[src/rtl/boot_region_loader.sv]
// boot_region_loader: boot-time copy engine that walks a table of flash->SD-RAM regions and copies each one.
//  Ports:
//   CLK, RESET      clock, synchronous active-high reset
//   START           one-cycle pulse, accepted only when idle
//   BUSY, DONE      copy in progress / one-cycle completion pulse (also on timeout abort)
//   ERROR           sticky flash-timeout flag, cleared by an accepted START
//   REGION_IDX      table entry currently being copied (0 when idle)
//   FLASH_*         byte read request/ack handshake towards the flash reader
//   RAM_*           16-bit word write request/ack handshake towards SD-RAM
module boot_region_loader #(
    parameter int                          NUM_REGIONS    = 3,
    parameter logic [NUM_REGIONS*24-1:0]   REGION_FLASH   = {24'h1F_0000, 24'h12_0000, 24'h10_0000},
    parameter logic [NUM_REGIONS*24-1:0]   REGION_RAM     = {24'h77_E000, 24'h72_0000, 24'h70_0000},
    parameter logic [NUM_REGIONS*24-1:0]   REGION_SIZE    = {24'h00_2000, 24'h00_4000, 24'h00_4000},
    parameter logic [NUM_REGIONS-1:0]      REGION_EN      = '1,
    parameter int                          TIMEOUT_CYCLES = 4096
) (
    input  logic        CLK,
    input  logic        RESET,
    input  logic        START,
    output logic        BUSY,
    output logic        DONE,
    output logic        ERROR,
    output logic [2:0]  REGION_IDX,
    output logic        FLASH_REQ,
    output logic [23:0] FLASH_ADDR,
    input  logic        FLASH_ACK,
    input  logic [7:0]  FLASH_DATA,
    output logic        RAM_WE,
    output logic [23:0] RAM_ADDR,
    output logic [15:0] RAM_DATA,
    output logic [1:0]  RAM_BE,
    input  logic        RAM_ACK
);
    // Tables padded to 8 entries so a 3-bit index always selects a legal slice.
    localparam logic [8*24-1:0] FL = (8*24)'(REGION_FLASH);
    localparam logic [8*24-1:0] RM = (8*24)'(REGION_RAM);
    localparam logic [8*24-1:0] SZ = (8*24)'(REGION_SIZE);
    localparam logic [7:0]      EN = 8'(REGION_EN);

    typedef enum logic [2:0] {S_IDLE, S_SEL, S_RD, S_PACK, S_DRAIN, S_FIN} state_t;

    state_t      state;
    logic [3:0]  sel;
    logic [23:0] rem;
    logic [23:0] waddr;
    logic        ph;
    logic [7:0]  byte_q;
    logic [7:0]  lo;
    logic [31:0] tmo;
    logic [2:0]  si;
    logic        word_done;
    logic        buf_free;

    assign si        = sel[2:0];
    // A word closes on the odd byte of a pair or on the last byte of the entry.
    assign word_done = ph || rem == 24'd1;
    // The holding buffer can take a new word in the same cycle its old word is acknowledged.
    assign buf_free  = !RAM_WE || RAM_ACK;

    always_ff @(posedge CLK) begin
        if (RESET) begin
            state      <= S_IDLE;
            sel        <= 4'd0;
            rem        <= 24'd0;
            waddr      <= 24'd0;
            ph         <= 1'b0;
            byte_q     <= 8'd0;
            lo         <= 8'd0;
            tmo        <= 32'd0;
            BUSY       <= 1'b0;
            DONE       <= 1'b0;
            ERROR      <= 1'b0;
            REGION_IDX <= 3'd0;
            FLASH_REQ  <= 1'b0;
            FLASH_ADDR <= 24'd0;
            RAM_WE     <= 1'b0;
            RAM_ADDR   <= 24'd0;
            RAM_DATA   <= 16'd0;
            RAM_BE     <= 2'b00;
        end else begin
            DONE <= 1'b0;
            if (RAM_WE && RAM_ACK)
                RAM_WE <= 1'b0;
            case (state)
                S_IDLE: if (START) begin
                    BUSY  <= 1'b1;
                    ERROR <= 1'b0;
                    sel   <= 4'd0;
                    state <= S_SEL;
                end
                S_SEL: if (sel == 4'(NUM_REGIONS)) begin
                    DONE       <= 1'b1;
                    BUSY       <= 1'b0;
                    REGION_IDX <= 3'd0;
                    state      <= S_FIN;
                end else if (EN[si] && SZ[si*24 +: 24] != 24'd0) begin
                    REGION_IDX <= si;
                    FLASH_ADDR <= FL[si*24 +: 24];
                    waddr      <= RM[si*24 +: 24];
                    rem        <= SZ[si*24 +: 24];
                    ph         <= 1'b0;
                    tmo        <= 32'd0;
                    FLASH_REQ  <= 1'b1;
                    state      <= S_RD;
                end else begin
                    sel <= sel + 4'd1;
                end
                S_RD: if (FLASH_ACK) begin
                    byte_q    <= FLASH_DATA;
                    FLASH_REQ <= 1'b0;
                    tmo       <= 32'd0;
                    state     <= S_PACK;
                end else if (tmo == 32'(TIMEOUT_CYCLES - 1)) begin
                    // Abort: drop the request, discard any buffered word, finish with ERROR set.
                    FLASH_REQ  <= 1'b0;
                    RAM_WE     <= 1'b0;
                    ERROR      <= 1'b1;
                    tmo        <= 32'd0;
                    DONE       <= 1'b1;
                    BUSY       <= 1'b0;
                    REGION_IDX <= 3'd0;
                    state      <= S_FIN;
                end else begin
                    tmo <= tmo + 32'd1;
                end
                S_PACK: if (!word_done) begin
                    lo         <= byte_q;
                    ph         <= 1'b1;
                    rem        <= rem - 24'd1;
                    FLASH_ADDR <= FLASH_ADDR + 24'd1;
                    FLASH_REQ  <= 1'b1;
                    state      <= S_RD;
                end else if (buf_free) begin
                    RAM_WE     <= 1'b1;
                    RAM_ADDR   <= waddr;
                    RAM_DATA   <= ph ? {byte_q, lo} : {8'h00, byte_q};
                    RAM_BE     <= ph ? 2'b11 : 2'b01;
                    waddr      <= waddr + 24'd2;
                    ph         <= 1'b0;
                    rem        <= rem - 24'd1;
                    FLASH_ADDR <= FLASH_ADDR + 24'd1;
                    FLASH_REQ  <= rem != 24'd1;
                    state      <= rem == 24'd1 ? S_DRAIN : S_RD;
                end
                S_DRAIN: if (buf_free) begin
                    sel   <= sel + 4'd1;
                    state <= S_SEL;
                end
                S_FIN:   state <= S_IDLE;
                default: state <= S_IDLE;
            endcase
        end
    end
endmodule

[config.mk]
export PLATFORM = sky130hd
export DESIGN_NAME = boot_region_loader
export DESIGN_NICKNAME = d
export VERILOG_FILES = /design/src/rtl/boot_region_loader.sv
export SDC_FILE = /design/constraint.sdc
export NUM_CORES = 1
export LEC_CHECK = 0
export BUFFER_PORTS_ARGS = -buffer_cell sky130_fd_sc_hd__buf_2
export CAP_MARGIN = 30
export CORE_MARGIN = 10
export CORE_UTILIZATION = 64
export CTS_CLUSTER_DIAMETER = 100
export DETAILED_ROUTE_END_ITERATION = 6
export PLACE_DENSITY_LB_ADDON = 0.3
export SLEW_MARGIN = 20
export SYNTH_ARGS = -nofsm -noshare
export SYNTH_HDL_FRONTEND = slang
export SYNTH_SLANG_ARGS = --single-unit
[constraint.sdc]
create_clock -name CLK -period 6.7 [get_ports CLK]
set_input_delay 0.335 -clock CLK [delete_from_list [all_inputs] [get_ports CLK]]
set_output_delay 0.335 -clock CLK [all_outputs]
set_load 0.01 [all_outputs]
Word-level counts from Yosys, hierarchy flattened
Memories as Yosys holds them, arrays and structs flattened. A register that Yosys moved wholly into a read port is not among the register bits. Index checks and enable logic that the tools add are counted.

Add/sub/neg operators: 5. Multipliers: 1. $lt $le $gt $ge: 1. Equality and inequality tests: 21. Shift-type cells: 3. Muxes and demuxes: 75. Bitwise operators: 1. Reduce and logical (&&, ||, !) cells: 25.

Operators with widths (number): indexed part select 192 x 9 -> 24 bit (first input constant) (3); 2-to-1 mux 24 bit (12); one-hot mux 24 bit (2 select lines) (3); 2-to-1 mux 32 bit (4); one-hot mux 32 bit (2 select lines) (1); 2-to-1 mux 3 bit (15); adder 32 x 1 -> 32 bit (second input constant) (1); == test 32 x 12 -> 1 bit (second input constant) (1); 2-to-1 mux 1 bit (25); AND reduction 5 bit (5); adder 24 x 1 -> 24 bit (second input constant) (1); adder 24 x 2 -> 24 bit (second input constant) (1); == test 24 x 1 -> 1 bit (second input constant) (1); inequality test 24 x 1 -> 1 bit (second input constant) (1); nonzero test 24 bit (1); subtractor 24 x 1 -> 24 bit (second input constant) (1); inequality test 2 bit (second input constant) (10); 2-to-1 mux 16 bit (1); 2-to-1 mux 4 bit (4); one-hot mux 3 bit (5 select lines) (1); one-hot mux 4 bit (3 select lines) (1); AND reduction 4 bit (3); inequality test 3 bit (second input constant) (3); nonzero test 3 bit (3); other kinds (19) (30).

Register bits after elaboration: 178. Bits in read-only memories: 8. Input bits: 13. Output and inout bits: 74. Word-level logic and storage cells: 151. Memories kept: 1.

Memory list: (name not given) (depth 8, width 1, read ports 1, clocked after memory_dff 1, write ports 0, line 97) `end else if (EN[si] && SZ[si*24 +: 24] != 24'd0) begin`.

Depth between registers and ports, before layout
Depth in word-level cells: 9. Gate-level depth with buffers: 11. Gate-level depth less buffers: 8.

Least setup slack after synthesis
OpenSTA, ideal clock, no wires.

Kind: register -> register. Start: register sel[1]. End: register tmo[29]. Library setup time: 57 ps. Arrival: 2350 ps. Required time: 6643 ps. Setup slack: 4294 ps. Cell stages (with the launch flop): 8. Buffers on the path: 0. Clock period less this slack: 2406 ps. Cell sequence: dfxtp_1 ha_1 nor3b_1 nor3_1 a21oi_1 nor4_1 nor4bb_1 o21ba_2.

Longest elaborated chain between the ends: 6. Elaborated cells between the ends (all ways): 8. Classes of those cells: 1 x mul; 3 x eq/ne; 1 x shift; 3 x reduce/logical.

Ends and longest elaborated chain: from (decl) (line 44) `logic [3:0] sel;`; from (signal assigned) (line 107) `sel <= sel + 4'd1;`; from (signal assigned) (line 147) `sel <= sel + 4'd1;`; multiplier 3 x 2 -> 5 bit (line 97); indexed part select 192 x 9 -> 24 bit (line 97); nonzero test 24 bit (line 97); logical AND 1 bit (line 97); inequality test 2 bit (no line); AND reduction 3 bit (no line) *; to (signal assigned) (line 125) `tmo <= tmo + 32'd1;`; to (decl) (line 50) `logic [31:0] tmo;`.

Every way passes the cells marked *; elsewhere a longest branch is shown, timed or not. A chain may end at the register's enable or synchronous reset.

Worst setup path after layout
Start: register rem[16]. End: register waddr[10].

Longest elaborated chain between the ends: 4.

Ends and longest elaborated chain: from (decl) (line 45) `logic [23:0] rem;`; from (signal assigned) (line 101) `rem <= SZ[si*24 +: 24];`; from (signal assigned) (line 130) `rem <= rem - 24'd1;`; from (signal assigned) (line 141) `rem <= rem - 24'd1;`; == test 24 x 1 -> 1 bit (line 57) `assign word_done = ph || rem == 24'd1;`; logical OR 1 bit (line 57); inequality test 2 bit (no line); AND reduction 5 bit (no line); to (signal assigned) (line 100) `waddr <= RM[si*24 +: 24];`; to (signal assigned) (line 139) `waddr <= waddr + 24'd2;`; to (decl) (line 46) `logic [23:0] waddr;`.

Every way passes these cells.

==> results.py <==
metrics = {
    "logic_synthesis": {
        "syn_nets": 1046,
        "synth_cells": 1025,
        "synthFlopType": "dfxtp_1",
        "yosysTopAreaCellShare_pct": 42.49,
        "synth-seq-cells": 177,
        "synth_area_leaders": "dfxtp_1 42%, nand2_1 6.1%, nor2_1 5.6%, a21oi_1 5.3%, xnor2_1 3.9%",
        "syn_area_um2": 8339,
        "synth_edf_count": 0,
        "synthArstFlopShare_pct": 0,
        "synth_top_area_cell": "dfxtp_1",
        "seq_area_frac_synth_pct": 42.49,
        "avgSynthCellArea_um2": 8.136,
        "ys_warn_count": 0,
        "synth_cell_types": 65,
    },
    "clock_tree": {
        "htreeDepth": 4,
        "clkLatencyLatePin_ns": 0.44,
        "clock-sinks": 177,
        "cts_resized": 0,
        "cts_tree": "done",
        "cts.clk_slew.worst_paths_ns": 0.07,
        "hold_buffers": 0,
        "cts-buffers-inserted": 17,
        "cts.path.max_buffers": 2,
        "postCtsSetupRepairBufs": 0,
        "root_buffer": "clkbuf_16",
    },
    "detailed_routing": {
        "post_drt_wl_per_cell_um": 16.63,
        "firstDrtPassIters": 6,
        "ant_nets": 0,
        "drt_iter0_drc": 992,
        "wl_met3_um": 1533,
        "topRoutingLayerUsed": "met4",
        "drcViolationCount": 0,
        "dr_wl_met2_um": 9790,
        "vias": 7809,
        "met1_length_um": 9233,
        "wl_um": 21040,
        "viasPerCell": 6.173,
    },
    "sta": {
        "rsz0062_at_grt": "false",
        "finalCritPeriodShare_pct": 46.30,
        "slew_violations": 0,
        "worst_slew_pin_slew_ns": 0.9438,
        "hold_ws_ns": 0.1351,
        "setup_violations": 0,
        "fmax_mhz": 322.4,
        "skew_ns": 0.01289,
        "fin_setup_tns_ns": 0,
        "period_minus_slack_ns": 3.102,
        "hold_viol": 0,
        "max_slew_margin_pct": 36.99,
    },
    "critical_path": {
        "cpMaxStageDelayCell": "or4_1",
        "worstPathArrival_ns": 3.42,
        "crit_type": "reg2reg",
        "worstPathRequired_ns": 7.02,
        "crit_buf_inv": 0,
        "cp-startpoint": "rem[16]",
        "cp_top_family": "simple AND/OR/NAND/NOR gates",
        "critPathMaxFanout": 19,
        "max_stage_delay_ns": 0.71,
        "startpoint_type": "flop",
        "r2r-start": "rem[16]",
        "path_cells": "or4_1 -> nor4_4 -> a21boi_2 -> nor2_1 -> nand2_1 -> a311o_1",
        "cp-end-kind": "flop",
    },
    "run": {
        "maxCapViolations": 0,
    },
    "layout": {
        "syn2layout_area_growth_pct": 13.58,
        "insertedDiodeCount": 0,
        "final_util_pct": 74.75,
        "multiInputGateArea_um2": 4468,
        "fillCellCount": 994,
        "layout_common_cells": "177 x dfxtp_1, 136 x nand2_1, 124 x nor2_1",
        "seqCellArea_um2": 3543,
        "nNetsFinal": 1101,
        "drive_gt1_share_pct": 13.54,
        "layout_commonest_cell": "dfxtp_1",
    },
    "pwr": {
        "total_power_mw": 3.321,
        "power_switching_mw": 1.220,
        "clkPwrFrac_pct": 31.5,
        "p_seq_share_pct": 38.5,
        "peakVddDrop_mv": 0.3068,
        "cellPowerDensity_nw_per_um2": 350.6,
        "p_comb_share_pct": 30.0,
        "p_leak_nw": 3.408,
        "power.internal_mw": 2.101,
        "swShare_pct": 36.75,
    },
    "floorplanning": {
        "core_um2": 12670,
        "die_y_um": 134.2,
        "fp.dieW_um": 134.2,
        "die-area_um2": 18000,
        "io_pins": 87,
        "start_util_pct": 65.81,
        "rows": 41,
    },
    "grt": {
        "grt_use_total_pct": 23.21,
        "grt_pass1_vias": 7357,
        "grt_pass1_wl_um": 35350,
        "grt_max_degree": 70,
        "grt_overflow_total": 0,
        "grt_antenna_before_repair": 0,
    },
    "placed_design": {
        "portBuffers": 85,
        "gp_congestion": 0.8941,
        "hpwl_um": 13940,
    },
    "status": {
        "status": "finished clean",
    },
    "worst_hold_path": {
        "hold_path.class": "in2reg",
        "min_from": "FLASH_DATA[1]",
    },
}
power by group through the flow:
| stage | clock (mW) | sequential (mW) | combinational [mW] |
|---|---|---|---|
| 3_5_place_dp | 0 | 1.29 | 0.960 |
| 5_1_grt | 1.10 | 1.29 | 1.11 |
| 2_1_floorplan | 0 | 1.26 | 0.782 |
| 6_report | 1.05 | 1.28 | 0.997 |
| 3_3_place_gp | 0 | 1.29 | 0.933 |
| 4_1_cts | 1.05 | 1.27 | 0.969 |
layout make-up:
cell class                 instances  area share, %
inverter                          17         0.6737
tap                              172          2.272
clock buffer                      17          4.491
clock inverter                    15          2.114
sequential                       177          37.41
multi-input combinational        769          47.17
timing repair buffer              98          5.865
synthesized netlist by cell type, types with 4 or more instances:
cell and count:
clkbuf_1 39, xor2_1 28, xnor2_1 37, nor3_1 38, nor2_1 124, nand4_1 23, and4_1 10, mux2i_1 16
buf_2 16, o21ai_1 4, o2111ai_1 13, nand2b_1 15, and3_1 11, inv_1 17, a211oi_1 14, buf_4 5
a31oi_1 4, o31ai_1 5, dfxtp_1 177, nor4_1 23, nand3_1 39, or3_1 10, ha_1 8, or4_1 13
o21ai_0 24, nand3b_1 4, a21oi_1 89, nand2_1 136, o211ai_1 13, o21a_1 4, nor3b_1 7, nor2b_1 5
and2_1 10
flip-flops by register name, indices dropped and copies added (netlist names), 2 cells and up, named ones only:
signal,flops
RAM_DATA,16
byte_q,8
state,3
RAM_BE,2
waddr,23
lo,8
FLASH_ADDR,24
sel,4
REGION_IDX,3
RAM_ADDR,23
tmo,32
rem,24
through the flow:
stage,area (um^2),std cells,setup WS [ns]
after floorplan,8339,1025,4.294
final,9472,1265,3.598
after CTS,9410,1261,3.450
after global routing,9472,1265,3.369
after detailed placement,8785,1229,3.469
after global placement,8762,1227,3.600
metal layers:
layer  vias up  GRT usage [%]
met5         -              0
met4         0          8.283
met3        55          5.825
met2       320          36.95
met1      3696          29.85
li1       3738              -
worst reg2reg max path, cell delays in order, from the launching register on:
cell      delay, ns
dfxtp_1        0.36
or4_1          0.71
nor4_4         0.47
a21boi_2       0.32
nor2_1         0.66
nand2_1        0.10
a311o_1        0.37
cells by family (layout without fill, tap and decap cells):
logic type               count (synthesis)  count (layout)  synth area share, %
AND/OR/NAND/NOR                        481             481                28.22
AO/OA/AOI/OAI                          198             198                15.18
flip-flops                             177             177                42.49
buffers and inverters                   79             147                4.111
XOR/XNOR                                65              65                6.827
multiplexers                            16              16                1.920
adder cells (fa/ha/maj)                  8               8                1.200
other                                    1               1              0.04497
final timing paths:
kind / slack, ns / to / cells after the start
hold reg to reg: 0.45 / RAM_ADDR[8] / 2
hold / removal: 0.14 / byte_q[1] / 3
setup / recovery: 3.60 / waddr[10] / 6
setup reg to reg: 3.60 / waddr[10] / 6
Note: power is estimated with default switching activity, not from simulation.
